File: src/rtl/bram_frame_sequencer.sv
// Frame sequencer for the time-multiplexed block RAM: one core request per frame, i1re -> i2re -> dre -> gwe.
// Optional perf counters (frame_cnt, stall_cnt) are compiled in with MEMSEQ_PERF_CNT_EN.
//
// state | meaning
// IDLE  | no frame in flight, ready for a request
// P_I1  | first instruction fetch strobe (i1re)
// P_I2  | second instruction fetch strobe (i2re), i1out valid
// P_D   | data read strobe (dre), single write for stores (dwe), i2out valid
// P_W   | closing phase (gwe), dout valid, ready for the next request
module bram_frame_sequencer #(
   parameter int WORD_SIZE = 16,
   parameter int ADDR_W    = 16
) (
   input  logic                 idclk,
   input  logic                 rst,
   input  logic                 req_valid,
   output logic                 req_ready,
   input  logic [ADDR_W-1:0]    req_i1addr,
   input  logic [ADDR_W-1:0]    req_i2addr,
   input  logic [ADDR_W-1:0]    req_daddr,
   input  logic [WORD_SIZE-1:0] req_din,
   input  logic                 req_dwe,
   output logic                 i1re,
   output logic                 i2re,
   output logic                 dre,
   output logic                 gwe,
   output logic [ADDR_W-1:0]    i1addr,
   output logic [ADDR_W-1:0]    i2addr,
   output logic [ADDR_W-1:0]    daddr,
   output logic [WORD_SIZE-1:0] din,
   output logic                 dwe,
   input  logic [15:0]          i1out,
   input  logic [15:0]          i2out,
   input  logic [WORD_SIZE-1:0] dout,
   output logic                 rsp_valid,
   output logic [15:0]          rsp_insn1,
   output logic [15:0]          rsp_insn2,
   output logic [WORD_SIZE-1:0] rsp_ddata
`ifdef MEMSEQ_PERF_CNT_EN
   ,
   output logic [31:0]          frame_cnt,
   output logic [31:0]          stall_cnt
`endif
);

   typedef enum logic [2:0] {IDLE, P_I1, P_I2, P_D, P_W} state_t;

   state_t state;
   state_t state_nxt;
   logic   dwe_hold;
   logic   accept;

   assign req_ready = (state == IDLE) || (state == P_W);
   assign accept    = req_valid && req_ready;

   always_comb begin
      state_nxt = state;
      case (state)
         IDLE:    state_nxt = req_valid ? P_I1 : IDLE;
         P_I1:    state_nxt = P_I2;
         P_I2:    state_nxt = P_D;
         P_D:     state_nxt = P_W;
         P_W:     state_nxt = req_valid ? P_I1 : IDLE;
         default: state_nxt = IDLE;
      endcase
   end

   // Strobes are registered from the next state so they line up with the state register.
   always_ff @(posedge idclk or negedge rst) begin
      if (!rst) begin
         state     <= IDLE;
         i1re      <= 1'b0;
         i2re      <= 1'b0;
         dre       <= 1'b0;
         gwe       <= 1'b0;
         dwe       <= 1'b0;
         dwe_hold  <= 1'b0;
         i1addr    <= '0;
         i2addr    <= '0;
         daddr     <= '0;
         din       <= '0;
         rsp_valid <= 1'b0;
         rsp_insn1 <= '0;
         rsp_insn2 <= '0;
         rsp_ddata <= '0;
      end else begin
         state     <= state_nxt;
         i1re      <= (state_nxt == P_I1);
         i2re      <= (state_nxt == P_I2);
         dre       <= (state_nxt == P_D);
         gwe       <= (state_nxt == P_W);
         // dwe_hold was loaded two edges before entering P_D, so it is already stable here.
         dwe       <= (state_nxt == P_D) && dwe_hold;
         rsp_valid <= (state == P_W);
         if (accept) begin
            i1addr   <= req_i1addr;
            i2addr   <= req_i2addr;
            daddr    <= req_daddr;
            din      <= req_din;
            dwe_hold <= req_dwe;
         end
         if (state == P_I2) rsp_insn1 <= i1out;
         if (state == P_D)  rsp_insn2 <= i2out;
         if (state == P_W)  rsp_ddata <= dwe_hold ? '0 : dout;
      end
   end

`ifdef MEMSEQ_PERF_CNT_EN
   always_ff @(posedge idclk or negedge rst) begin
      if (!rst) begin
         frame_cnt <= '0;
         stall_cnt <= '0;
      end else begin
         if (rsp_valid && (frame_cnt != 32'hFFFF_FFFF)) frame_cnt <= frame_cnt + 32'd1;
         if ((state == IDLE) && (stall_cnt != 32'hFFFF_FFFF)) stall_cnt <= stall_cnt + 32'd1;
      end
   end
`endif

endmodule

File: config.mk
export PLATFORM = sky130hd
export DESIGN_NAME = bram_frame_sequencer
export DESIGN_NICKNAME = d
export VERILOG_FILES = /design/src/rtl/bram_frame_sequencer.sv
export SDC_FILE = /design/constraint.sdc
export NUM_CORES = 1
export LEC_CHECK = 0
export BUFFER_PORTS_ARGS = -buffer_cell sky130_fd_sc_hd__buf_2
export CORE_ASPECT_RATIO = 1.5
export CORE_MARGIN = 2
export CORE_UTILIZATION = 51
export CTS_BUF_LIST = sky130_fd_sc_hd__clkbuf_4
export CTS_CLUSTER_DIAMETER = 200
export DETAILED_ROUTE_END_ITERATION = 6
export PLACE_DENSITY = 0.84
export SLEW_MARGIN = 20
export SYNTH_ARGS = -nofsm -noshare
export SYNTH_HDL_FRONTEND = slang
export SYNTH_SLANG_ARGS = --single-unit
File: constraint.sdc
create_clock -name idclk -period 3.09 [get_ports idclk]
set_clock_uncertainty 0.1 [all_clocks]
set_input_delay 0.7725 -clock idclk [delete_from_list [all_inputs] [get_ports idclk]]
set_output_delay 0.7725 -clock idclk [all_outputs]
set_load 0.1 [all_outputs]
==> results of run 1 <==
-- final cells by class --
class / instances / area, sq um
Fill cell: 624 / 2610
Antenna cell: 2 / 5.00
Timing Repair Buffer: 239 / 1220
Clock inverter: 15 / 181
Inverter: 3 / 11.3
Clock buffer: 17 / 128
Sequential cell: 122 / 3050
Tap cell: 110 / 138
Multi-Input combinational cell: 141 / 1480
-- worst max-delay path by stage --
stage / startpoint / endpoint / slack (ns) / cells after the start
3_5_place_dp: req_valid / i1addr[8] / 0.99 / 4
3_3_place_gp: req_valid / dwe_hold / 1.03 / 4
2_1_floorplan: state[1] / req_ready / 0.46 / 2
5_1_grt: state[0] / req_ready / 0.46 / 2
4_1_cts: state[0] / req_ready / 0.56 / 2
6_report: state[0] / req_ready / 0.61 / 2
-- worst max-delay path: cells and delay by family, from the launching register on --
family	cells	cell delay, ns
buf+inv	1	0.44
simple gates	1	0.15
flops	1	0.54
-- kinds of logic after synthesis --
logic type | share of synthesized area
flops | 0.656
mux | 0.274
simple gates | 0.0390
buf+inv | 0.0282
compound gates | 0.00107
xor+xnor | 0.00188
-- metrics by stage --
stage	std cells	util	setup slack, ns
after floorplan	280	-	0.458
after global placement	615	0.669	1.03
after detailed placement	615	0.669	0.993
after CTS	647	0.704	0.555
after global routing	649	0.704	0.461
final	649	0.704	0.613
-- cells in the mapped netlist --
cell type	n	area (sq um)
mux2_1	47	529
dfrtp_1	122	3050
nor3b_4	1	18.8
nor2_1	2	7.51
nand3b_2	1	11.3
clkbuf_1	1	3.75
and2_1	1	6.26
nand2b_1	2	12.5
buf_2	3	15.0
buf_4	3	22.5
inv_1	3	11.3
nor3b_2	1	12.5
nor2b_1	16	100
xnor2_1	1	8.76
buf_6	7	78.8
a21oi_1	1	5.00
nor3_1	1	5.00
nor3b_1	1	7.51
mux2_2	66	743
-- routing by layer --
| layer | global-route usage | wire, microns |
|---|---|---|
| met5 | 0 | 0 |
| met4 | 0.123 | 500 |
| met1 | 0.219 | 3600 |
| met3 | 0.0826 | 742 |
| met2 | 0.364 | 5550 |
-- state kept, by name (all words and copies together), names as in the netlist --
register and cells:
rsp_ddata 16, dre 1, rsp_insn1 16, daddr 16, rsp_insn2 16, i2re 1, i1re 1, i2addr 16
state 3, dwe 1, din 16, gwe 1, rsp_valid 1, dwe_hold 1, i1addr 16
-- layout by cell type (no fill, tap or decap), drive strengths merged --
cell / n
buf: 239
dfrtp: 122
mux2: 113
clkbuf: 17
nor2b: 16
clkinv: 8
bufinv: 4
inv: 3
clkinvlp: 3
nor3b: 3
diode: 2
nor2: 2
nand2b: 2
nand3b: 1
xnor2: 1
a21oi: 1
nor3: 1
and2: 1
==> impl_summary.md, run 1 <==
Status
The run finished with clean final reports.

Finish
The area growth from synthesis to layout is 33.7%. For this run, the post-layout net count is 640. Of the cells placed in the final design, the portion with a size suffix greater than 1 is 0.628. The summed area of non-filler cells in the final layout is 6220 sq um.

STA
The final count of hold timing violations is 0. The routed design could run at a clock period as short as 2.48 ns. The number of endpoints failing setup at the final stage is 0. On the final layout, the worst hold slack is 0.0762 ns. The worst pin sits at a relative slew slack of 0.462.

The maximum clock frequency is 0.404 GHz. Dividing the final minimum period by the clock period gives 0.802. The slew at the pin with the worst max-slew slack is 0.807 ns.

The max-slew violation total from the final report was 0. Setup repair after global routing left no endpoint under its margin. After routing, the total negative slack on setup checks comes to 0 ns.

Floorplanning
The die is 82.0 microns wide. The area of the placeable core is 8830 sq um. The floorplan step set the die height to 121 microns. For this configuration, the core starts out at a cell density of 0.527. The total die area is 9920 sq um. The initialized floorplan defines 42 standard-cell rows. The I/O pin total is 235.

Worst setup path
The worst register-to-register path begins at state[0]. The endpoint of the lowest-slack register-to-register path is rsp_ddata[12]. The signal on the critical path passes through nor2_1, buf_2. The critical path's largest stage delay is 0.54 ns. The length in cells of the worst reg-to-reg path is 2.

The slowest stage of the critical path is the dfrtp_1 cell. The worst setup path is launched from a flip-flop. The worst setup path is captured at an output port.

STA puts the critical path data required time at 2.22 ns. For flop-to-flop paths, the worst setup slack is 1.18 ns. The biggest fanout along the worst timing path is 8. The class of the most critical setup path is reg -> out.

Data on the critical path arrives at its endpoint at 1.60 ns.

Drt
The DRC violation count after routing is 0. The first detailed-routing pass ran for 4 iterations. The average wire per standard cell is 16.0 microns. For this block, the routed nets add up to 10,400 microns of wire. Using the TritonRoute via totals, the vias-per-cell ratio works out to 4.94. The count of nets left with antenna violations once routing finished came out at 0. The detailed router placed 3,204 vias in this run. For this block, the initial DRC count from the detailed router was 64.

Clock tree
The maximum clock insertion buffer count is 2. The clock transition time at the flip-flop clock pins of the worst setup and hold paths is 0.10 ns. TritonCTS created 17 clock buffers. CTS placed an instance of clkbuf_4 at the clock tree root.

The number of clock sinks seen by CTS is 122. The insertion delay of the later-clocked pin in the worst-skew pair is 0.49 ns. The buffer count from post-CTS setup fixing is 0. The H-tree depth is 4. The clock tree from TritonCTS is yes. Hold repair after CTS inserted 0 buffers. In this run, post-CTS repair resized a total of 0 instances.

Yosys
After synthesis the netlist holds a flip-flop and latch count of 122. The mean post-synth cell area is 16.6 sq um. The count of different cell masters after synthesis is 19. During synthesis, Yosys emitted a total of 0 warnings.

For this run, the register share of the synthesized area comes to 0.656. After synthesis the cells add up to 4650 sq um. Synthesis produced a netlist whose cell count is 280. The post-synth net total is 396.

Placement
The standard cell area after detailed placement is 5900 sq um. During placement, the flow inserted port buffers numbering 234. Summed over all nets, the half-perimeter wirelength after detailed placement is 7840 microns. The congestion estimate from routability-driven global placement came to 0.828.

GRT
Entering global routing, the biggest net connects 57 pins. For this run, the total global-route usage over all layers was measured as 0.215. The global route total overflow is 0. The via count of the first global-routing pass was 3,395. The number of antenna violations at the first check in global routing is 2.

The first global-routing pass estimated 15,800 microns of wire.

Job
The count of max-cap constraint violations is 0.

Hold path
The path class of the tightest hold or removal check is in -> async.
Power of run 1 is not shown: default switching activity piles up to over one toggle a cycle in this logic, so the estimate is an artifact.
==> run 2, diff against run 1 <==
- CORE_UTILIZATION: 51 -> 47
- PLACE_DENSITY: 0.84 -> 0.78
- clock period: 3.09 -> 2.3 ns (I/O delays scaled with it)
==> run 2 against run 1 <==
Critical path depth stayed put. Routed wire length shrank 2.5%. Global-route usage down 1.6 points. Highest routed layer unchanged. Non-clock buffer count rose by 3. Count of clock-buffer cells in the layout grew 2. Via count about the same. Flip-flop and latch count unchanged. Hold slack better by 0.099 ns. Critical path type unchanged. Design area rose by 1.3%. Final cell count up 1.1%. Die area up 8.2%.
==> impl_summary.md, run 2 (synthesis gave the netlist of run 1 again) <==
Drt
Dividing the detail-routed via count by the number of cells gives 4.89. The DRC violation count after routing is 0. The count of nets left with antenna violations once routing finished came out at 0. After detailed routing, the average wire length per cell comes to 15.4 microns. The final route contains 3,205 vias. Before antenna repair, the detailed router went through 4 iterations. In this run, the number of DRC markers left after iteration 0 of detailed routing was 91. Wires add up to 10,100 microns.

GRT
Entering global routing, the biggest net connects 61 pins. The number of antenna violations at the first check in global routing came to 1. The via count of the first global-routing pass is 3,395. The global-route usage over all layers is 0.199. The wire length of the first global-routing pass is 16,300 microns.

Summed over all layers, the global routing overflow is 0.

Worst setup path
The kind of start point of the critical path is a flip-flop. The endpoint of the lowest-slack register-to-register path is din[15]. The critical path's largest stage delay is 0.53 ns. The length in cells of the worst reg-to-reg path is 3. In this run the critical register-to-register path is launched from state[1]. At the worst endpoint, the arrival time is 1.47 ns. The critical path in this run is classified as reg -> out.

Traced cell by cell, the critical path runs through nor2_2, buf_4. The slowest cell on the critical path is dfrtp_1. The biggest fanout along the worst timing path is 9. The worst setup slack for register-to-register paths is 0.52 ns. STA classifies the critical path endpoint as an output port.

At the worst endpoint, the required time is 1.62 ns.

Finish
In the final layout, the multi-input gates occupy 1480 sq um. The layout has 767 filler cells. Of the cells placed in the final design, the portion with a size suffix greater than 1 is 0.637.

For this run, the post-layout net count is 643. Leaving out fill and tap cells, the most frequent cells in the layout are 232 x buf_2, 121 x dfrtp_1, 66 x mux2_2, 47 x mux2_1, 19 x clkbuf_4. The library cell used most frequently in the layout, excluding fill and tap cells, is buf_2. The area growth from synthesis to layout is 35.4%. The sequential cell area is 3050 sq um.

Hold path
The worst hold-check path type is in -> reg. The worst min-delay path startpoint is req_din[10]. The worst hold endpoint is din[10].

The cell depth of the worst hold path is 2.

STA
The sum of negative setup slack is 0 ns. Setup repair after global routing left no endpoint under its margin. The max-slew violation total from the final report is 0. The final count of hold timing violations is 0.

Final hold analysis gives a worst-case slack of 0.176 ns. Of the available clock period, the critical path in the final layout requires 0.934. Static timing analysis puts the maximum clock frequency at 0.465 GHz. The relative max-transition margin is 0.641.

The post-layout minimum cycle time is 2.15 ns. The final setup slack of the worst path is 0.151 ns. The slew at the pin with the worst max-slew slack is 0.538 ns. The number of endpoints failing setup at the final stage is 0.

Floorplanning
The die covers 10,700 sq um. The area of the placeable core is 9630 sq um. In this run the vertical extent of the chip is 126 microns. The initial utilization of the core area, before any placement, comes to 0.483. The I/O pin total is 235.

The x dimension of the die is 85.2 microns. The number of rows created at floorplan is 44.

Clock tree
CTS saw 122 sinks. The number of buffers added by the clock tree synthesis step is 17. Clock latency on the worst-skew pair, taken at its later pin, is 0.50 ns.

In this run the number of H-tree levels came out at 4. The maximum clock insertion buffer count is 2. The tree is rooted in a clkbuf_4. Post-CTS timing repair inserted 0 buffers for setup. TritonCTS built the clock tree.

The clock transition time at the flip-flop clock pins of the worst setup and hold paths is 0.10 ns.

Placement
Routability-driven placement finished with a final weighted congestion of 0.783. Before CTS, the worst setup slack after placement is 0.390 ns. Detailed placement ended at an HPWL of 7780 microns. The total of buffers placed on input and output ports is 234.

Job
Across the run, the number of max-cap violations was 0.

Status
The flow ran to the end, and the final reports show no timing, DRC or antenna violations.
## run 2: layer usage
layer	vias up	track usage	part of all wire
li1	1460	-	-
met1	1573	0.205	0.34
met2	147	0.349	0.55
met3	25	0.0773	0.074
met4	0	0.0915	0.030
met5	-	0	0
## run 2: worst max-delay path by stage
stage / endpoint / from / cells past startpoint
after floorplan: req_ready / state[0] / 2
after global placement: i1addr[4] / req_valid / 4
after detailed placement: din[3] / req_valid / 4
after CTS: req_ready / state[0] / 2
after global routing: req_ready / state[1] / 2
final: req_ready / state[1] / 2
## run 2: worst max-delay path, delay by kind of cell (launching register included)
kind | cells | cell delay [ns]
flops | 1 | 0.53
simple gates | 1 | 0.14
buf+inv | 1 | 0.30
## run 2: area by class of cell
type	instances	share of cell area
sequential	122	0.485
tap	115	0.0228
inverter	3	0.00179
timing repair buffer	242	0.201
multi-input combinational	141	0.235
clock inverter	13	0.0318
clock buffer	19	0.0226
antenna	1	0.000397
## run 2: what timing repair did
| action | CTS | global route |
|---|---|---|
| setup endpoints to repair | 1 | 1 |
| endpoints found under the hold margin | 30 | 0 |
| gates resized for setup | 1 | 1 |
| hold buffers | 1 | 0 |
## run 2: stage by stage
| stage | instance area, sq um | instances | utilization |
|---|---|---|---|
| 4_1_cts | 6300 | 655 | 0.654 |
| 5_1_grt | 6300 | 656 | 0.654 |
| 3_5_place_dp | 5940 | 622 | 0.617 |
| 6_report | 6300 | 656 | 0.654 |
| 2_1_floorplan | 4650 | 280 | - |
| 3_3_place_gp | 5940 | 622 | 0.617 |
Power of run 2 is left out for the same reason.
==> run 3, diff against run 2 <==
- RECOVER_POWER: default -> 50
- clock period: 2.3 -> 2.4 ns (I/O delays scaled with it)
==> run 3 against run 2 <==
Final cell count decreased by 0.30%. Hold slack improved by 0.047 ns. Non-clock buffer count decreased by 1. Die area unchanged. Flip-flop and latch count unchanged. Design area decreased by 1.9%. Register-to-register slack got worse by 0.21 ns. First-iteration DRC count decreased by 32%. Routed wire length decreased by 0.67%. Setup slack improved by 0.11 ns. Critical path depth unchanged. Via count decreased by 0.56%. Critical path type unchanged. Largest cell class unchanged.
==> impl_summary.md, run 3 (synthesis gave the netlist of run 1 again) <==
Status
The flow ran to the end, and the final reports show no timing, DRC or antenna violations.

Hold path
In this run the most critical hold path is launched from req_din[11]. The worst hold-check path type is in -> reg.

Clock tree
The insertion delay of the later-clocked pin in the worst-skew pair is 0.48 ns. TritonCTS built the clock tree. The H-tree depth is 4. Counting the buffers created by CTS gives 17. The CTS root buffer is clkbuf_4. The clock net in this run drives a total of 122 sinks. Clock-pin slew was measured on the worst setup and hold paths at 0.10 ns. Counting along the longest clock path gives a buffer depth of 2.

Drt
The via density per instance is 4.87. Before antenna repair, the detailed router went through 4 iterations. For this run, design rule violations remaining after detail routing come to 0. After detailed routing, the average wire length per cell comes to 15.4 microns. For this block, the initial DRC count from the detailed router was 62. The remaining number of nets flagged by the antenna check after routing is 0.

The number of vias after detailed routing is 3,187. After detailed routing, the total wire length is 10,100 microns.

Worst setup path
The critical path's largest stage delay is 0.49 ns. The critical path starts at state[0]. By startpoint and endpoint, the worst setup path is classified as reg -> out. The arrival time reported for the critical path endpoint is 1.44 ns.

The cell class contributing the biggest share of worst-path delay is flip-flops. The nature of the critical path endpoint is an output port. At the worst endpoint, the required time is 1.70 ns. Traced cell by cell, the critical path runs through nor2_2, clkbuf_4. The biggest fanout along the worst timing path is 8.

The kind of start point of the critical path is a flip-flop. The slowest cell on the critical path is dfrtp_1. Counting both buffers and inverters, the worst setup path holds a total of 1. In this run the critical register-to-register path is launched from state[1].

Placement
The routability-driven placement congestion ratio is 0.766. The worst slack at placement is 0.475 ns. The final HPWL from detailed placement is 7560 microns. The standard cell area after detailed placement is 5930 sq um. The total of buffers placed on input and output ports is 234.

STA
The max-slew violation total from the final report is 0. The post-route clock period utilization is 0.893. Setup repair after global routing left no endpoint under its margin. The final setup slack of the worst path is 0.256 ns. The maximum clock frequency is 0.467 GHz. Setup violations remaining at the end of the flow were counted as 0.

In the final timing run, aggregate negative setup slack is 0 ns. At the pin with the least slew margin, the transition time is 1.19 ns. Hold timing on the final database bottoms out at a slack of 0.222 ns. The post-layout minimum cycle time is 2.14 ns.

The relative max-transition margin is 0.207. The final count of hold timing violations came to 0.

Finish
The area growth from synthesis to layout is 32.8%. Across the whole layout, storage elements account for 3050 sq um. The number of fill cells is 754.

The multi-input combinational cells in the finished layout cover a total of 1450 sq um. The finished cells cover 6180 sq um. In the final design database the tool counted 642 nets. Leaving out fill and tap cells, the most frequent cell in the layout is buf_2. The share of final-layout standard cells stronger than drive strength 1 is 0.613. The library cells used most frequently in the layout, excluding fill and tap cells, are 232 x buf_2, 122 x dfrtp_1, 66 x mux2_2, 47 x mux2_1, 21 x clkbuf_4.

Floorplanning
The total area inside the core boundary comes to 9630 sq um. In this run the vertical extent of the chip is 126 microns. The floorplan has 44 rows. The I/O pin total is 235. The initial core utilization is 0.483. The die covers 10,700 sq um. The x dimension of the die is 85.2 microns.

GRT
The largest net degree at the start of global routing is 74. The first global-routing pass estimated 15,900 microns of wire. The via count of the first global-routing pass is 3,291. The global route total overflow is 0.

In the global route stage, overall resource usage came out at 0.191. The number of antenna violations at the first check in global routing is 1.

Job
The count of max-cap constraint violations is 0.
-- run 3: worst reg2reg max path, delay by kind of cell (launching register included) --
| kind | cells | cell delay (ns) |
|---|---|---|
| buffers and inverters | 1 | 0.72 |
| DFF | 1 | 0.52 |
| muxes | 1 | 0.42 |
| and+or+nand+nor | 1 | 0.22 |
-- run 3: final cells by class --
cell class	count	area share
timing repair buffer	241	0.201
tap	115	0.0233
antenna	1	0.000405
clock buffer	19	0.0231
sequential	122	0.494
inverter	3	0.00182
multi-input combinational	141	0.235
clock inverter	12	0.0213
-- run 3: through the flow --
stage                      util  std cells
final                     0.641        654
after global routing      0.641        654
after CTS                 0.645        653
after detailed placement  0.616        621
after global placement    0.616        621
after floorplan               -        280
-- run 3: timing repair --
action                     CTS  global route
hold buffers                 1             0
resized for setup            0             1
setup endpoints to repair    0             1
setup buffers                0             0
hold endpoints to repair    18             0
-- run 3: path summary, 6_finish.rpt --
path,slack (ns),end,depth (start not counted)
max in group asynchronous,0.27,din[6],3
worst min-delay path,0.22,din[11],2
worst min register to register,0.38,daddr[14],1
worst max register to register,0.31,rsp_insn1[2],3
min in group asynchronous,0.79,rsp_insn1[11],2
worst max-delay path,0.26,req_ready,2
-- run 3: per-layer routing --
layer,routed length [microns],track usage,vias up
met5,0,0,-
met4,282,0.0915,0
met3,772,0.0695,19
met2,5410,0.337,140
met1,3590,0.199,1563
li1,-,-,1465
Power of run 3 is left out for the same reason.
